<file path="config.mk">
export PLATFORM = sky130hd
export DESIGN_NAME = wdt_window_ctrl
export DESIGN_NICKNAME = d
export VERILOG_FILES = /design/src/rtl/wdt_window_ctrl.sv
export SDC_FILE = /design/constraint.sdc
export NUM_CORES = 1
export LEC_CHECK = 0
export CAP_MARGIN = 20
export CORE_MARGIN = 4
export CORE_UTILIZATION = 35
export DETAILED_ROUTE_END_ITERATION = 10
export HOLD_SLACK_MARGIN = 0.05
export RECOVER_POWER = 25
export SYNTH_ARGS = -nofsm -noshare
export SYNTH_HDL_FRONTEND = slang
export SYNTH_SLANG_ARGS = --single-unit
</file>
<file path="constraint.sdc">
create_clock -name clk -period 3.6 [get_ports clk]
set_input_delay 0.72 -clock clk [delete_from_list [all_inputs] [get_ports clk]]
set_output_delay 0.72 -clock clk [all_outputs]
set_load 0.01 [all_outputs]
</file>
<file path="src/rtl/wdt_window_ctrl.sv">
// Windowed watchdog supervisor: closed/open/warn/bite phase sequencer with a
// two-beat service key and a fixed-length reset request on expiry or misuse.
module wdt_window_ctrl #(
  parameter int         CNT_WIDTH = 16,
  parameter int         RST_PULSE = 8,
  parameter logic [7:0] KEY1      = 8'hA5,
  parameter logic [7:0] KEY2      = 8'h5A,
  parameter int         DEF_WIN   = 4,
  parameter int         DEF_WARN  = 10,
  parameter int         DEF_TMO   = 15
) (
  input  logic                 clk,
  input  logic                 rst_n,
  input  logic                 cfg_we,
  input  logic [CNT_WIDTH-1:0] cfg_win,
  input  logic [CNT_WIDTH-1:0] cfg_warn,
  input  logic [CNT_WIDTH-1:0] cfg_tmo,
  input  logic                 enable,
  input  logic                 kick_valid,
  input  logic [7:0]           kick_data,
  output logic [CNT_WIDTH-1:0] count,
  output logic [2:0]           state,
  output logic                 locked,
  output logic                 warn_irq,
  output logic                 bite_rst,
  output logic                 err_early,
  output logic                 err_key,
  output logic                 err_cfg
);

  typedef enum logic [2:0] {
    S_IDLE   = 3'd0,
    S_CLOSED = 3'd1,
    S_OPEN   = 3'd2,
    S_WARN   = 3'd3,
    S_BITE   = 3'd4
  } state_t;

  localparam int BW = (RST_PULSE > 1) ? $clog2(RST_PULSE) : 1;
  localparam logic [BW-1:0] BITE_LAST = BW'(RST_PULSE - 1);

  state_t               state_q, state_nxt;
  logic [CNT_WIDTH-1:0] cnt_q, cnt_nxt, cnt_inc;
  logic [CNT_WIDTH-1:0] win_q, win_nxt, warn_q, warn_nxt, tmo_q, tmo_nxt;
  logic [BW-1:0]        bcnt_q, bcnt_nxt;
  logic                 armed_q, armed_nxt;
  logic                 service, cfg_legal;
  logic                 ee_nxt, ek_nxt, ec_nxt;

  assign cnt_inc   = cnt_q + 1'b1;
  assign cfg_legal = (win_q != '0) && (win_q < warn_q) && (warn_q < tmo_q);

  always_comb begin
    state_nxt = state_q;
    cnt_nxt   = cnt_q;
    win_nxt   = win_q;
    warn_nxt  = warn_q;
    tmo_nxt   = tmo_q;
    bcnt_nxt  = bcnt_q;
    armed_nxt = armed_q;
    service   = 1'b0;
    ee_nxt    = 1'b0;
    ek_nxt    = 1'b0;
    ec_nxt    = 1'b0;

    // Key decoder runs in every phase except BITE, where beats are dropped.
    if (state_q == S_BITE) begin
      armed_nxt = 1'b0;
    end else if (kick_valid) begin
      if (!armed_q && kick_data == KEY1) begin
        armed_nxt = 1'b1;
      end else if (armed_q && kick_data == KEY2) begin
        service   = 1'b1;
        armed_nxt = 1'b0;
      end else begin
        ek_nxt    = 1'b1;
        armed_nxt = 1'b0;
      end
    end

    case (state_q)
      S_IDLE: begin
        if (cfg_we) begin
          win_nxt  = cfg_win;
          warn_nxt = cfg_warn;
          tmo_nxt  = cfg_tmo;
        end
        // Legality is judged on the registers as they stand before this edge.
        if (enable) begin
          if (cfg_legal) begin
            state_nxt = S_CLOSED;
            cnt_nxt   = '0;
          end else begin
            ec_nxt = 1'b1;
          end
        end
      end
      S_CLOSED, S_OPEN, S_WARN: begin
        if (service && state_q == S_CLOSED) begin
          state_nxt = S_BITE;
          ee_nxt    = 1'b1;
          bcnt_nxt  = '0;
        end else if (service) begin
          state_nxt = S_CLOSED;
          cnt_nxt   = '0;
        end else begin
          cnt_nxt = cnt_inc;
          if (cnt_inc == tmo_q) begin
            state_nxt = S_BITE;
            bcnt_nxt  = '0;
          end else if (cnt_inc == warn_q) begin
            state_nxt = S_WARN;
          end else if (cnt_inc == win_q) begin
            state_nxt = S_OPEN;
          end
        end
      end
      S_BITE: begin
        if (bcnt_q == BITE_LAST) begin
          state_nxt = S_CLOSED;
          cnt_nxt   = '0;
          bcnt_nxt  = '0;
        end else begin
          bcnt_nxt = bcnt_q + 1'b1;
        end
      end
      default: state_nxt = S_IDLE;
    endcase
  end

  always_ff @(posedge clk or negedge rst_n) begin
    if (!rst_n) begin
      state_q   <= S_IDLE;
      cnt_q     <= '0;
      win_q     <= CNT_WIDTH'(DEF_WIN);
      warn_q    <= CNT_WIDTH'(DEF_WARN);
      tmo_q     <= CNT_WIDTH'(DEF_TMO);
      bcnt_q    <= '0;
      armed_q   <= 1'b0;
      locked    <= 1'b0;
      warn_irq  <= 1'b0;
      bite_rst  <= 1'b0;
      err_early <= 1'b0;
      err_key   <= 1'b0;
      err_cfg   <= 1'b0;
    end else begin
      state_q   <= state_nxt;
      cnt_q     <= cnt_nxt;
      win_q     <= win_nxt;
      warn_q    <= warn_nxt;
      tmo_q     <= tmo_nxt;
      bcnt_q    <= bcnt_nxt;
      armed_q   <= armed_nxt;
      locked    <= (state_nxt != S_IDLE);
      warn_irq  <= (state_nxt == S_WARN);
      bite_rst  <= (state_nxt == S_BITE);
      err_early <= ee_nxt;
      err_key   <= ek_nxt;
      err_cfg   <= ec_nxt;
    end
  end

  assign count = cnt_q;
  assign state = state_q;

endmodule

</file>
==> flow_summary.rst <==
.. list-table::
   :header-rows: 1

   * - Metric
     - Value
   * - Run status
     - finished clean
   * - Postcts setup bufs
     - 0
   * - Leakage
     - 2.82 nW
   * - Number of placed I/O pins
     - 86
   * - Period Utilization, post-route
     - 96.1%
   * - Core area
     - roughly 15000 µm²
   * - Via count of the first global-routing pass
     - 4684
   * - Count of flip-flops with a built-in enable after synthesis
     - 0
   * - Maximum number of pins on one net before global-route repair
     - 84
   * - CTS tree
     - yes
   * - Slew at the pin with the worst max-slew slack
     - between 1 and 1.5 ns
   * - Max Cap Viol
     - 0
   * - Setup-failing EPs final
     - 0
   * - Clock latency reported for the late side of the worst-skew pair
     - roughly 0.34 ns
   * - Overall via count from detail_route
     - 4809
   * - Crit Path Category
     - reg -> reg
   * - Mapped Nets
     - 680
   * - Layout cell share with drive strength beyond 1
     - a little over a tenth
   * - Final clock skew
     - roughly 0.0068 ns
   * - Count of cell types in the netlist
     - 68
   * - Routability congestion estimate from global placement
     - 0.956
   * - Highest metal layer with signal wires
     - met4
   * - First-pass iteration count of the detailed router
     - 5
   * - Count of hold buffers inserted by post-cts repair
     - 0
   * - #FFs+latches synth
     - 77
   * - Achievable clock frequency
     - 0.289 GHz
   * - Leading cell types in the layout, fill and taps excluded
     - 84 x sky130_fd_sc_hd__clkdlybuf4s50_1, 70 x sky130_fd_sc_hd__dfrtp_1, 58 x sky130_fd_sc_hd__nand2_1
   * - Die width
     - approximately 130 µm
   * - Effective utilization at floorplan
     - around 36%
   * - Worst VDD drop
     - 0.241 mV
   * - Buffers on Ports
     - 85
   * - DRT antenna net count
     - 0
   * - Most frequently used flop master after synthesis
     - sky130_fd_sc_hd__dfrtp_1
   * - Startpoint of the most critical register-to-register path
     - count[1]
   * - Post-route DRC
     - 0
   * - Count of clock tree sinks
     - 77
   * - Area overhead of the layout relative to synthesis
     - 28.3%
   * - Worst setup startpoint
     - count[1]
   * - Total number of yosys warnings
     - 0
   * - Required time of the critical path
     - 3.82 ns
   * - Clock root buffer master
     - sky130_fd_sc_hd__clkbuf_16
   * - Antenna violations before repair
     - 0
   * - Kind of launch point of the worst setup path
     - register
   * - Overflow left after global routing
     - 0
   * - Worst hold slack
     - 0.503 ns
   * - First DRT Iteration DRCs
     - 469
   * - Total number of placement rows
     - 44
   * - Commonest non-fill, non-tap cell in the layout
     - sky130_fd_sc_hd__clkdlybuf4s50_1
   * - Max Buffers Root-to-Sink
     - 2
   * - Worst EP arrival
     - roughly 3.7 ns
   * - Number of instances in the synthesized netlist
     - around 590
   * - Routed wirelength normalized by instance count
     - 18.5 µm
   * - Clock H-tree levels
     - 3
   * - Setup total negative slack
     - 0 ns
   * - Proportion of synthesized flip-flops having asynchronous set or reset
     - 100%
   * - Final Net Count
     - 774
   * - Die Height
     - between 100 and 150 µm
   * - Number of fill cells
     - 1424
   * - Total met2 wirelength after detailed routing
     - 6940 µm
   * - Post-detail-place hpwl
     - 12600 µm
   * - TritonCTS Buffers
     - 9
   * - Met1 wire length
     - about 7500 µm
   * - Sequential-to-total area share from yosys stat
     - 36.8%
   * - Combined global-route utilization of all metal layers
     - 19.3%
   * - Global-route wire length before repair
     - 25300 µm
   * - Pins Over Slew Limit
     - 0
   * - Count of cells resized by post-cts repair
     - 0
   * - Tightest slew margin relative to the limit
     - approximately a tenth
   * - Cell area after synthesis
     - ~5300 µm²
   * - Per-cell via count in the routed design
     - about 5.5
   * - Area of the die
     - 17100 µm²
   * - Period minus WS final
     - about 3.5 ns
   * - Areal power density over the cells
     - 603 nW/µm²
   * - Min-Delay Path Class
     - reg -> reg
   * - Diodes inserted
     - 0
   * - Kind of end point of the critical path
     - register
   * - RSZ-0062 raised after global routing
     - false
   * - Mean cell area of the mapped netlist
     - 8.98 µm²
   * - Max Fanout on Critical Path
     - 5
   * - Met3 WL post-DR
     - approximately 1200 µm
   * - Post-Route WL
     - 16100 µm
   * - Clock transition at the register clock pins on the worst setup and hold paths after CTS
     - approximately 0.06 ns
   * - HP Start
     - bcnt_q[1]
   * - Hold Fails Final Rpt
     - 0
==> kinds of logic after synthesis <==
logic type      share of synthesized area (%)
simple gates                             19.3
compound gates                           17.7
flops                                    36.8
buf+inv                                  5.68
xor+xnor                                 9.68
fa+ha+maj                                7.85
mux                                      2.97
==> critical path, cell delays in order (launching register included) <==
cell	delay, ns
sky130_fd_sc_hd__dfrtp_1	0.43
sky130_fd_sc_hd__ha_1	0.33
sky130_fd_sc_hd__xor2_1	0.17
sky130_fd_sc_hd__a2111o_1	0.36
sky130_fd_sc_hd__a311o_1	0.27
sky130_fd_sc_hd__or4_1	0.45
sky130_fd_sc_hd__or4_1	0.54
sky130_fd_sc_hd__o31a_1	0.26
sky130_fd_sc_hd__o211ai_2	0.15
sky130_fd_sc_hd__nand3_2	0.10
sky130_fd_sc_hd__or3_1	0.30
==> cells in the mapped netlist (9+ instances only) <==
cell type | number | area [µm²]
sky130_fd_sc_hd__nand3_1 | 15 | 75.1
sky130_fd_sc_hd__inv_1 | 40 | 150
sky130_fd_sc_hd__o21ai_0 | 51 | 255
sky130_fd_sc_hd__dfrtp_1 | 70 | 1750
sky130_fd_sc_hd__nand2_1 | 58 | 218
sky130_fd_sc_hd__nor2_1 | 21 | 78.8
sky130_fd_sc_hd__nor2b_1 | 11 | 68.8
sky130_fd_sc_hd__a21o_1 | 9 | 67.6
sky130_fd_sc_hd__buf_2 | 11 | 55.1
sky130_fd_sc_hd__clkbuf_1 | 23 | 86.3
sky130_fd_sc_hd__nor4_1 | 13 | 81.3
sky130_fd_sc_hd__xnor2_1 | 45 | 394
sky130_fd_sc_hd__nand4_1 | 16 | 100
sky130_fd_sc_hd__a21oi_1 | 32 | 160
sky130_fd_sc_hd__mux2_2 | 13 | 146
sky130_fd_sc_hd__ha_1 | 33 | 413
==> flip-flops by register name, summed over array words and instances, names as in the netlist, 3 cells and up <==
register	flops
state	3
count	16
warn_q	16
bcnt_q	3
win_q	16
tmo_q	16
==> power by group <==
part	leakage (nW)	internal, mW	switching, mW	total, mW
Sequential	0.963	1.09	0.283	1.37
Combinational	1.71	0.829	0.947	1.78
Clock	0.144	0.576	0.349	0.925
==> layout make-up <==
| type | instances | area [µm²] | share of cell area [%] |
|---|---|---|---|
| multi-input combinational | 434 | 3030 | 44.9 |
| sequential | 77 | 1940 | 28.7 |
| clock inverter | 1 | 30.0 | 0.445 |
| clock buffer | 15 | 268 | 3.97 |
| timing repair buffer | 118 | 1100 | 16.3 |
| tap | 184 | 230 | 3.41 |
| inverter | 40 | 150 | 2.22 |
==> worst paths after layout <==
kind	depth (start not counted)	slack, ns	end
max	10	0.14	locked
min	1	0.50	bcnt_q[1]
max reg2reg	10	0.14	locked
min reg2reg	1	0.50	bcnt_q[1]
max in group asynchronous	2	0.98	win_q[13]
min in group asynchronous	1	0.65	err_key
==> through the flow <==
stage,cells,setup slack (ns),area [µm²],util (%),total power [mW]
2_1_floorplan,586,0.260,5260,-,2.47
3_3_place_gp,852,0.166,6450,44.1,3.12
3_5_place_dp,852,0.144,6450,44.1,3.15
4_1_cts,868,0.135,6750,46.1,4.10
5_1_grt,869,0.00187,6750,46.1,4.36
6_report,869,0.140,6750,46.1,4.07
==> metal layers <==
layer	up-vias	GRT usage (%)
met2	182	27.7
met1	2300	28.5
met4	0	7.26
li1	2298	-
met3	29	4.23
met5	-	0
Power figures use the tool's default switching activity.
